<file path="src/rtl/aq_ifu_ras.sv">
// ---------------------------------------------------------------------------
// aq_ifu_ras -- IFU return address stack.
//
// Predicts return targets for the IFU next-PC logic. Pre-decode link
// instructions push their return address and return instructions pop it.
// The speculative stack is updated at fetch time.
//
// Build option: `define AQ_IFU_RAS_RECOVER_EN adds a committed copy of the
// stack. Retire events update that copy, and a flush restores the
// speculative stack from it. Without the macro, a flush empties the
// speculative stack and the retire_* inputs are ignored.
//
// Ports
//   forever_cpuclk       clock
//   cpurst_b             asynchronous active-low reset
//   ipack_ras_upd_en     fetch packet accepted; gates all speculative updates
//   pred_link_vld        pre-decoded link (push)
//   pred_ret_vld         pre-decoded return (pop)
//   ras_push_pc          return address to push
//   rtu_ifu_retire_link  retired link (committed push)
//   rtu_ifu_retire_ret   retired return (committed pop)
//   rtu_ifu_retire_pc    return address of the retired link
//   rtu_ifu_flush        pipeline flush; recover the speculative stack
//   ras_target_pc        top-of-stack return target
//   ras_target_vld       stack non-empty
//   ras_overflow         one-cycle pulse after a push overwrote the oldest entry
// ---------------------------------------------------------------------------
module aq_ifu_ras #(
    parameter int DEPTH = 4,
    parameter int PTR_W = 2,
    parameter int PC_W  = 40
) (
    input  logic            forever_cpuclk,
    input  logic            cpurst_b,
    input  logic            ipack_ras_upd_en,
    input  logic            pred_link_vld,
    input  logic            pred_ret_vld,
    input  logic [PC_W-1:0] ras_push_pc,
    input  logic            rtu_ifu_retire_link,
    input  logic            rtu_ifu_retire_ret,
    input  logic [PC_W-1:0] rtu_ifu_retire_pc,
    input  logic            rtu_ifu_flush,
    output logic [PC_W-1:0] ras_target_pc,
    output logic            ras_target_vld,
    output logic            ras_overflow
);

    localparam logic [PTR_W-1:0] PTR_ONE = PTR_W'(1);
    localparam logic [PTR_W:0]   CNT_ONE = (PTR_W+1)'(1);
    localparam logic [PTR_W:0]   CNT_MAX = (PTR_W+1)'(DEPTH);

    // Result of applying one push/pop/replace event to a (tp, cnt) pair.
    typedef struct packed {
        logic             we;
        logic [PTR_W-1:0] widx;
        logic [PTR_W-1:0] tp;
        logic [PTR_W:0]   cnt;
        logic             ovf;
    } ras_upd_t;

    function automatic logic [PTR_W:0] cnt_inc_sat(input logic [PTR_W:0] c);
        return (c == CNT_MAX) ? c : c + CNT_ONE;
    endfunction

    // Shared by the speculative and committed stacks.
    // link & ret together replaces the top entry (coroutine), unless the
    // stack is empty, in which case it behaves as a plain push.
    function automatic ras_upd_t ras_rule(input logic             link,
                                          input logic             ret,
                                          input logic [PTR_W-1:0] tp,
                                          input logic [PTR_W:0]   cnt);
        ras_upd_t r;
        r.we   = 1'b0;
        r.widx = tp;
        r.tp   = tp;
        r.cnt  = cnt;
        r.ovf  = 1'b0;
        if (link && (!ret || (cnt == '0))) begin
            r.we   = 1'b1;
            r.widx = tp;
            r.tp   = tp + PTR_ONE;
            r.cnt  = cnt_inc_sat(cnt);
            r.ovf  = (cnt == CNT_MAX);
        end else if (link && ret) begin
            r.we   = 1'b1;
            r.widx = tp - PTR_ONE;
        end else if (ret && (cnt != '0)) begin
            r.tp  = tp - PTR_ONE;
            r.cnt = cnt - CNT_ONE;
        end
        return r;
    endfunction

    logic [PC_W-1:0]  spec_arr     [DEPTH];
    logic [PC_W-1:0]  spec_arr_nxt [DEPTH];
    logic [PTR_W-1:0] spec_tp, spec_tp_nxt;
    logic [PTR_W:0]   spec_cnt, spec_cnt_nxt;
    logic             ovf_nxt;
    ras_upd_t         spec_rule;

    assign spec_rule = ras_rule(ipack_ras_upd_en & pred_link_vld,
                                ipack_ras_upd_en & pred_ret_vld,
                                spec_tp, spec_cnt);

`ifdef AQ_IFU_RAS_RECOVER_EN
    logic [PC_W-1:0]  cmt_arr     [DEPTH];
    logic [PC_W-1:0]  cmt_arr_nxt [DEPTH];
    logic [PTR_W-1:0] cmt_tp;
    logic [PTR_W:0]   cmt_cnt;
    ras_upd_t         cmt_rule;

    assign cmt_rule = ras_rule(rtu_ifu_retire_link, rtu_ifu_retire_ret,
                               cmt_tp, cmt_cnt);

    always_comb begin
        cmt_arr_nxt = cmt_arr;
        if (cmt_rule.we) begin
            cmt_arr_nxt[cmt_rule.widx] = rtu_ifu_retire_pc;
        end
    end

    always_ff @(posedge forever_cpuclk or negedge cpurst_b) begin
        if (!cpurst_b) begin
            for (int i = 0; i < DEPTH; i++) begin
                cmt_arr[i] <= '0;
            end
            cmt_tp  <= '0;
            cmt_cnt <= '0;
        end else begin
            cmt_arr <= cmt_arr_nxt;
            cmt_tp  <= cmt_rule.tp;
            cmt_cnt <= cmt_rule.cnt;
        end
    end
`else
    logic unused_retire;
    assign unused_retire = ^{rtu_ifu_retire_link, rtu_ifu_retire_ret,
                             rtu_ifu_retire_pc};
`endif

    // Flush wins over fetch-side updates. With recovery, the speculative
    // stack takes the committed state including this cycle's retire event.
    always_comb begin
        spec_arr_nxt = spec_arr;
        spec_tp_nxt  = spec_tp;
        spec_cnt_nxt = spec_cnt;
        ovf_nxt      = 1'b0;
        if (rtu_ifu_flush) begin
`ifdef AQ_IFU_RAS_RECOVER_EN
            spec_arr_nxt = cmt_arr_nxt;
            spec_tp_nxt  = cmt_rule.tp;
            spec_cnt_nxt = cmt_rule.cnt;
`else
            spec_tp_nxt  = '0;
            spec_cnt_nxt = '0;
`endif
        end else begin
            if (spec_rule.we) begin
                spec_arr_nxt[spec_rule.widx] = ras_push_pc;
            end
            spec_tp_nxt  = spec_rule.tp;
            spec_cnt_nxt = spec_rule.cnt;
            ovf_nxt      = spec_rule.ovf;
        end
    end

    always_ff @(posedge forever_cpuclk or negedge cpurst_b) begin
        if (!cpurst_b) begin
            for (int i = 0; i < DEPTH; i++) begin
                spec_arr[i] <= '0;
            end
            spec_tp      <= '0;
            spec_cnt     <= '0;
            ras_overflow <= 1'b0;
        end else begin
            spec_arr     <= spec_arr_nxt;
            spec_tp      <= spec_tp_nxt;
            spec_cnt     <= spec_cnt_nxt;
            ras_overflow <= ovf_nxt;
        end
    end

    assign ras_target_pc  = spec_arr[spec_tp - PTR_ONE];
    assign ras_target_vld = (spec_cnt != '0);

endmodule

</file>
<file path="config.mk">
export PLATFORM = sky130hd
export DESIGN_NAME = aq_ifu_ras
export DESIGN_NICKNAME = d
export VERILOG_FILES = /design/src/rtl/aq_ifu_ras.sv
export SDC_FILE = /design/constraint.sdc
export NUM_CORES = 1
export LEC_CHECK = 0
export CAP_MARGIN = 15
export CORE_MARGIN = 4
export CORE_UTILIZATION = 53
export DETAILED_ROUTE_END_ITERATION = 7
export PLACE_DENSITY_LB_ADDON = 0.08
export SLEW_MARGIN = 20
export SYNTH_ARGS = -nofsm -noshare
export SYNTH_HDL_FRONTEND = slang
export SYNTH_SLANG_ARGS = --single-unit
</file>
<file path="constraint.sdc">
create_clock -name forever_cpuclk -period 2.8 [get_ports forever_cpuclk]
set_input_delay 0.7 -clock forever_cpuclk [delete_from_list [all_inputs] [get_ports forever_cpuclk]]
set_output_delay 0.7 -clock forever_cpuclk [all_outputs]
set_load 0.005 [all_outputs]
</file>
# Word-level counts from Yosys, hierarchy flattened
# Cells that the tools add are included.
[totals]
n_memories = 0
latch_bits = 0
elab_cells = 49
ram_bits = 0
ff_bits = 166
out_inout_bits = 42
rom_bits = 0
[classes]
addsub = 4
reduce_logical = 12
multipliers = 0
bitwise_logic = 5
n_eq_ne = 3
muxes = 15
shift = 0
order_cmp = 3
n_div = 0
[op_table]
columns = ["op", "count"]
rows = [
  ["160-bit bitwise mux", 1],
  ["40-bit 2-to-1 mux", 3],
  ["40-bit binary-select mux with 2-bit select", 1],
  ["40-bit demux with 2-bit select", 1],
  ["5-bit 2-to-1 mux", 2],
  ["3-bit 2-to-1 mux", 3],
  ["8-bit 2-to-1 mux", 1],
  ["3-bit >= comparator (second input constant)", 2],
  ["3-bit != test (second input constant)", 2],
  ["2-bit inverter with 3-bit output", 2],
  ["3-bit nonzero test", 2],
  ["1-bit logical AND", 4],
  ["2-bit AND reduction", 2],
  ["3-bit by 1-bit adder with 3-bit output (second input constant)", 1],
  ["3-bit == test (second input constant)", 1],
  ["3-bit logical NOT", 1],
  ["3-bit by 1-bit < comparator with 1-bit output (second input constant)", 1],
  ["3-bit AND reduction", 1],
  ["3-bit by 1-bit subtractor with 3-bit output (second input constant)", 1],
  ["2-bit by 1-bit adder with 2-bit output (second input constant)", 1],
  ["1-bit AND", 2],
  ["1-bit 2-to-1 mux", 2],
  ["2-bit 2-to-1 mux", 1],
  ["2-bit by 1-bit subtractor with 2-bit output (second input constant)", 1],
  ["3 further kinds", 3],
]

# Logic depth before layout (Yosys ltp)
[logic_depth]
depth_word = 11
depth_mapped = 6
depth_no_buf = 6

# Worst setup path before layout
# Ideal clock, no wire load.
[synth_path]
path_kind = "input to register"
start = "input pred_link_vld"
end = "register spec_arr[0] (netlist name)"
cell_stages = 6
setup_slack_ps = 582
path_buffers = 2
setup_ps = 125
t_arrival_ps = 2093
path_cell_list = "clkbuf_1 > and3b_1 > nand3_1 > o22ai_1 > buf_4 > mux2_2"
[synth_via]
elab_chain_len = 10
[synth_lines]
columns = ["element", "line", "text"]
rows = [
  ["from (decl)", "36", "input logic pred_link_vld,"],
  ["1-bit AND *", "101", "assign spec_rule = ras_rule(ipack_ras_upd_en & pred_link_vld,"],
  ["1-bit logical AND", "84", "end else if (link && ret) begin"],
  ["3-bit 2-to-1 mux", "84", ""],
  ["8-bit 2-to-1 mux *", "78", "if (link && (!ret || (cnt == '0))) begin"],
  ["2-bit inverter with 3-bit output (not written as such)", "159", "spec_arr_nxt[spec_rule.widx] = ras_push_pc;"],
  ["3-bit >= comparator (not written as such) or 3-bit by 1-bit < comparator with 1-bit output (tied branches)", "159", ""],
  ["1-bit logical AND (not written as such)", "159", ""],
  ["40-bit 2-to-1 mux (not written as such)", "159", ""],
  ["40-bit demux with 2-bit select", "159", ""],
  ["160-bit bitwise mux", "159", ""],
  ["to (signal assigned)", "176", "spec_arr <= spec_arr_nxt;"],
  ["to (decl)", "94", "logic [PC_W-1:0] spec_arr [DEPTH];"],
]
# Mark *: on every way between the ends. The rest lies on a longest branch, timed or not.
# A chain may end at the register's enable or synchronous reset.

# Final worst setup path
[layout_path]
start = "register spec_tp[0]"
end = "output ras_target_pc[28]"
[layout_via]
elab_chain_len = 5
[layout_lines]
columns = ["element", "line", "text"]
rows = [
  ["from (decl)", "96", "logic [PTR_W-1:0] spec_tp, spec_tp_nxt;"],
  ["from (signal assigned)", "177", "spec_tp <= spec_tp_nxt;"],
  ["2-bit by 1-bit subtractor with 2-bit output", "183", "assign ras_target_pc = spec_arr[spec_tp - PTR_ONE];"],
  ["2-bit inverter with 3-bit output (not written as such)", "183", ""],
  ["40-bit binary-select mux with 2-bit select", "183", ""],
  ["40-bit 2-to-1 mux (not written as such) (2 in series)", "183", ""],
  ["to (decl)", "43", "output logic [PC_W-1:0] ras_target_pc,"],
]
# No other way between the ends. The select of a mux whose other input is x is not followed.

==> results.md <==
- Outcome: complete, no violations
- Synthesized area per cell: 17.00 um2
- Critical path type: flip-flop to output port
- Pin count of the biggest net entering global routing: 65
- TNS Setup: 0 ns
- Post-route ant nets: 0
- Initial Util: 0.5415
- Sw frac: 0.2615
- Reg2reg path depth: 5
- GRT overflow: 0
- TritonCTS clock tree: done
- Initial DRT Pass Iterations: 4
- Dominant synthesized flop cell: dfrtp_1
- Net Switching: 2.387 mW
- Yosys top cell by area: dfrtp_1
- Max IR drop VDD: 0.5732 mV
- Most common cell in the netlist: dfrtp_1
- Final #Nets: 642
- # DRC: 0
- DR WL/cell: 20.61 um
- Max clock buf depth: 2
- H-tree levels: 4
- Rows: 43
- Register area share after synthesis: 0.5505
- CP max-delay cell: dfrtp_4
- Power per Cell Area: 961.2 nW/um2
- DIE AREA: 16,210 um2
- Via-to-Cell Ratio: 5.678
- Worst Hold Class: primary input to asynchronous set/reset pin
- Mapped Cells: 444
- Mapped Nets: 533
- Chip height: 127.3 um
- Worst-skew pair later-pin latency: 0.42 ns
- Pint: 6.741 mW
- Yosys warns: 0
- Number of antenna diodes: 0
- Worst Setup End Kind: output port
- Count of different cell masters after synthesis: 39
- Synth top cells by count: dfrtp_1, mux2_2, mux2_1
- Top cells by area, synth: dfrtp_1, mux4_2, mux2_2
- Synthesized area: 7546 um2
- Minimum clock period: 2.739 ns
- Fin crit share: 0.9782
- Area added between synthesis and finish: 25.85%
- CP endpoint: ras_target_pc[28]
- Worst-Margin Slew: 0.6017 ns
- Worst-path clk slew: 0.06 ns
- First-pass GRT wire length: 25,390 um
- Rel. slew slack: 0.5989
- Clock power share: 0.262
- Die width: 127.3 um
- DR iter-0 viols: 196
- Cts bufs inserted: 17
- Detailed placement HPWL: 9449 um
- RSZ-0062 raised after global routing: no
- Logic pwr share: 0.306
- Core Box Area: 13,930 um2
- Clock Skews: 0.01008 ns
- Number of global-route vias before repair: 4,681
- Maximum fanout along the worst path: 4
- CP peak stage delay: 0.52 ns
- Initial antenna violation count: 0
- Top Ports: 130
- Final setup vio count: 0
- Worst EP arrival: 2.04 ns
- Async SR Flop Fraction: 1.000
- CP cell instances: clkbuf_16 > mux4_2 > clkdlybuf4s50_1
- Routed WL: 15,380 um
- Root Driver: clkbuf_16
- Required time worst endpoint: 2.10 ns
- Final hold vios: 0
- Post-synth top area share: 0.5505
- Share of layout cells above drive strength 1: 0.4046
- Reg2reg end: spec_arr[29]$_DFFE_PN0P_
- Leak: 4.367 nW
- Crit path from: spec_tp[0]$_DFFE_PN0P_
- Total GRT Usage: 0.2036
- Final Slew Violations: 0
- R2r setup slk: 0.54 ns
- Final Util: 0.6815
- CTS sink count: 166
- Flop pwr share: 0.432
- Port bufs: 87
- Reg2reg start: spec_cnt[2]$_DFFE_PN0P_
- Synthesized flop and latch total: 166
- Max Freq: 365.1 MHz
- Via count: 4,236
- RePlAce Congestion: 0.7592
- Post-synth EDFFs: 0
- Crit start category: flip-flop
- Max-cap violations: 0
flip-flops by register name, indices dropped and copies added, names as in the netlist:
register	count
ras_overflow	1
spec_arr	160
spec_cnt	3
spec_tp	2
metrics by stage:
step / instances / instance area (um2) / total power [mW] / worst slack, ns / hold slack, ns
6_report: 746 / 9497 / 9.128 / 0.06101 / 0.2545
3_5_place_dp: 704 / 8776 / 6.918 / 0.08902 / 0.4686
2_1_floorplan: 444 / 7546 / 5.583 / 0.5821 / 0.4044
5_1_grt: 746 / 9497 / 9.662 / 0.0003033 / 0.2899
4_1_cts: 738 / 9404 / 9.195 / 0.006340 / 0.2807
3_3_place_gp: 704 / 8776 / 6.770 / 0.1627 / 0.4643
layer usage:
layer / wire length (um) / vias up / track usage / part of all wire
met5: 0 / - / 0 / 0
met4: 137 / 0 / 0.04732 / 0.0089
met3: 746 / 14 / 0.05895 / 0.049
met2: 7444 / 83 / 0.3184 / 0.48
met1: 7048 / 2256 / 0.2867 / 0.46
li1: - / 1883 / - / -
critical path: cells and delay by family (launching register included):
kind	cells	cell delay (ns)
flip-flops	1	0.52
multiplexers	1	0.48
buffers and inverters	2	0.62
placed cells by master (no fill, tap or decap), types with 6 or more instances in the layout:
cell,synthesis,final
clkdlybuf4s50_1,0,49
dlymetal6s2s_1,0,6
mux4_2,40,40
mux2_1,46,46
buf_4,12,20
mux2_4,40,40
dlygate4sd2_1,0,31
clkbuf_16,0,18
mux2_2,74,74
buf_12,0,9
dfrtp_1,166,164
power by group through the flow:
stage               clock (mW)  combinational (mW)  sequential, mW
CTS                       2.45                2.82            3.93
detailed placement           0                2.96            3.95
global placement             0                2.89            3.88
global route              2.57                3.04            4.06
floorplan                    0                1.81            3.77
finish                    2.39                2.79            3.94
cells by family (layout without fill, tap and decap cells):
group / after synthesis / count (layout) / share of synthesized area
compound gates: 12 / 12 / 0.01327
xor+xnor: 3 / 3 / 0.004478
fa+ha+maj: 1 / 1 / 0.002653
buf+inv: 34 / 156 / 0.02769
flops: 166 / 166 / 0.5505
mux: 202 / 202 / 0.3807
simple gates: 26 / 26 / 0.02073
area by class of cell:
class	instances	area, um2
clock buffers	18	439.2
fillers	974	4438
clock inverters	14	172.7
multi-input cells	244	3223
flip-flops and latches	166	4159
inverters	5	18.77
repair buffers	119	1259
well taps	180	225.2
worst min path at each step:
stage                             start                        end  slack, ns  cells past startpoint
6_report                       cpurst_b  spec_arr[145]$_DFFE_PN0P_       0.25                      1
5_1_grt                        cpurst_b  spec_arr[145]$_DFFE_PN0P_       0.29                      1
4_1_cts                        cpurst_b  spec_arr[145]$_DFFE_PN0P_       0.28                      1
3_5_place_dp   spec_arr[85]$_DFFE_PN0P_   spec_arr[85]$_DFFE_PN0P_       0.47                      1
3_3_place_gp   spec_arr[88]$_DFFE_PN0P_   spec_arr[88]$_DFFE_PN0P_       0.46                      1
2_1_floorplan                  cpurst_b     ras_overflow$_DFF_PN0_       0.40                      0
repair_timing:
item,in CTS,in global routing
endpoints found under the setup margin,40,9
pin swaps,0,0
hold buffers,0,0
endpoints found under the hold margin,0,0
gates resized for setup,36,6
cloned,1,1
setup buffers,1,7
No activity file was read; power rests on OpenSTA's default activity.
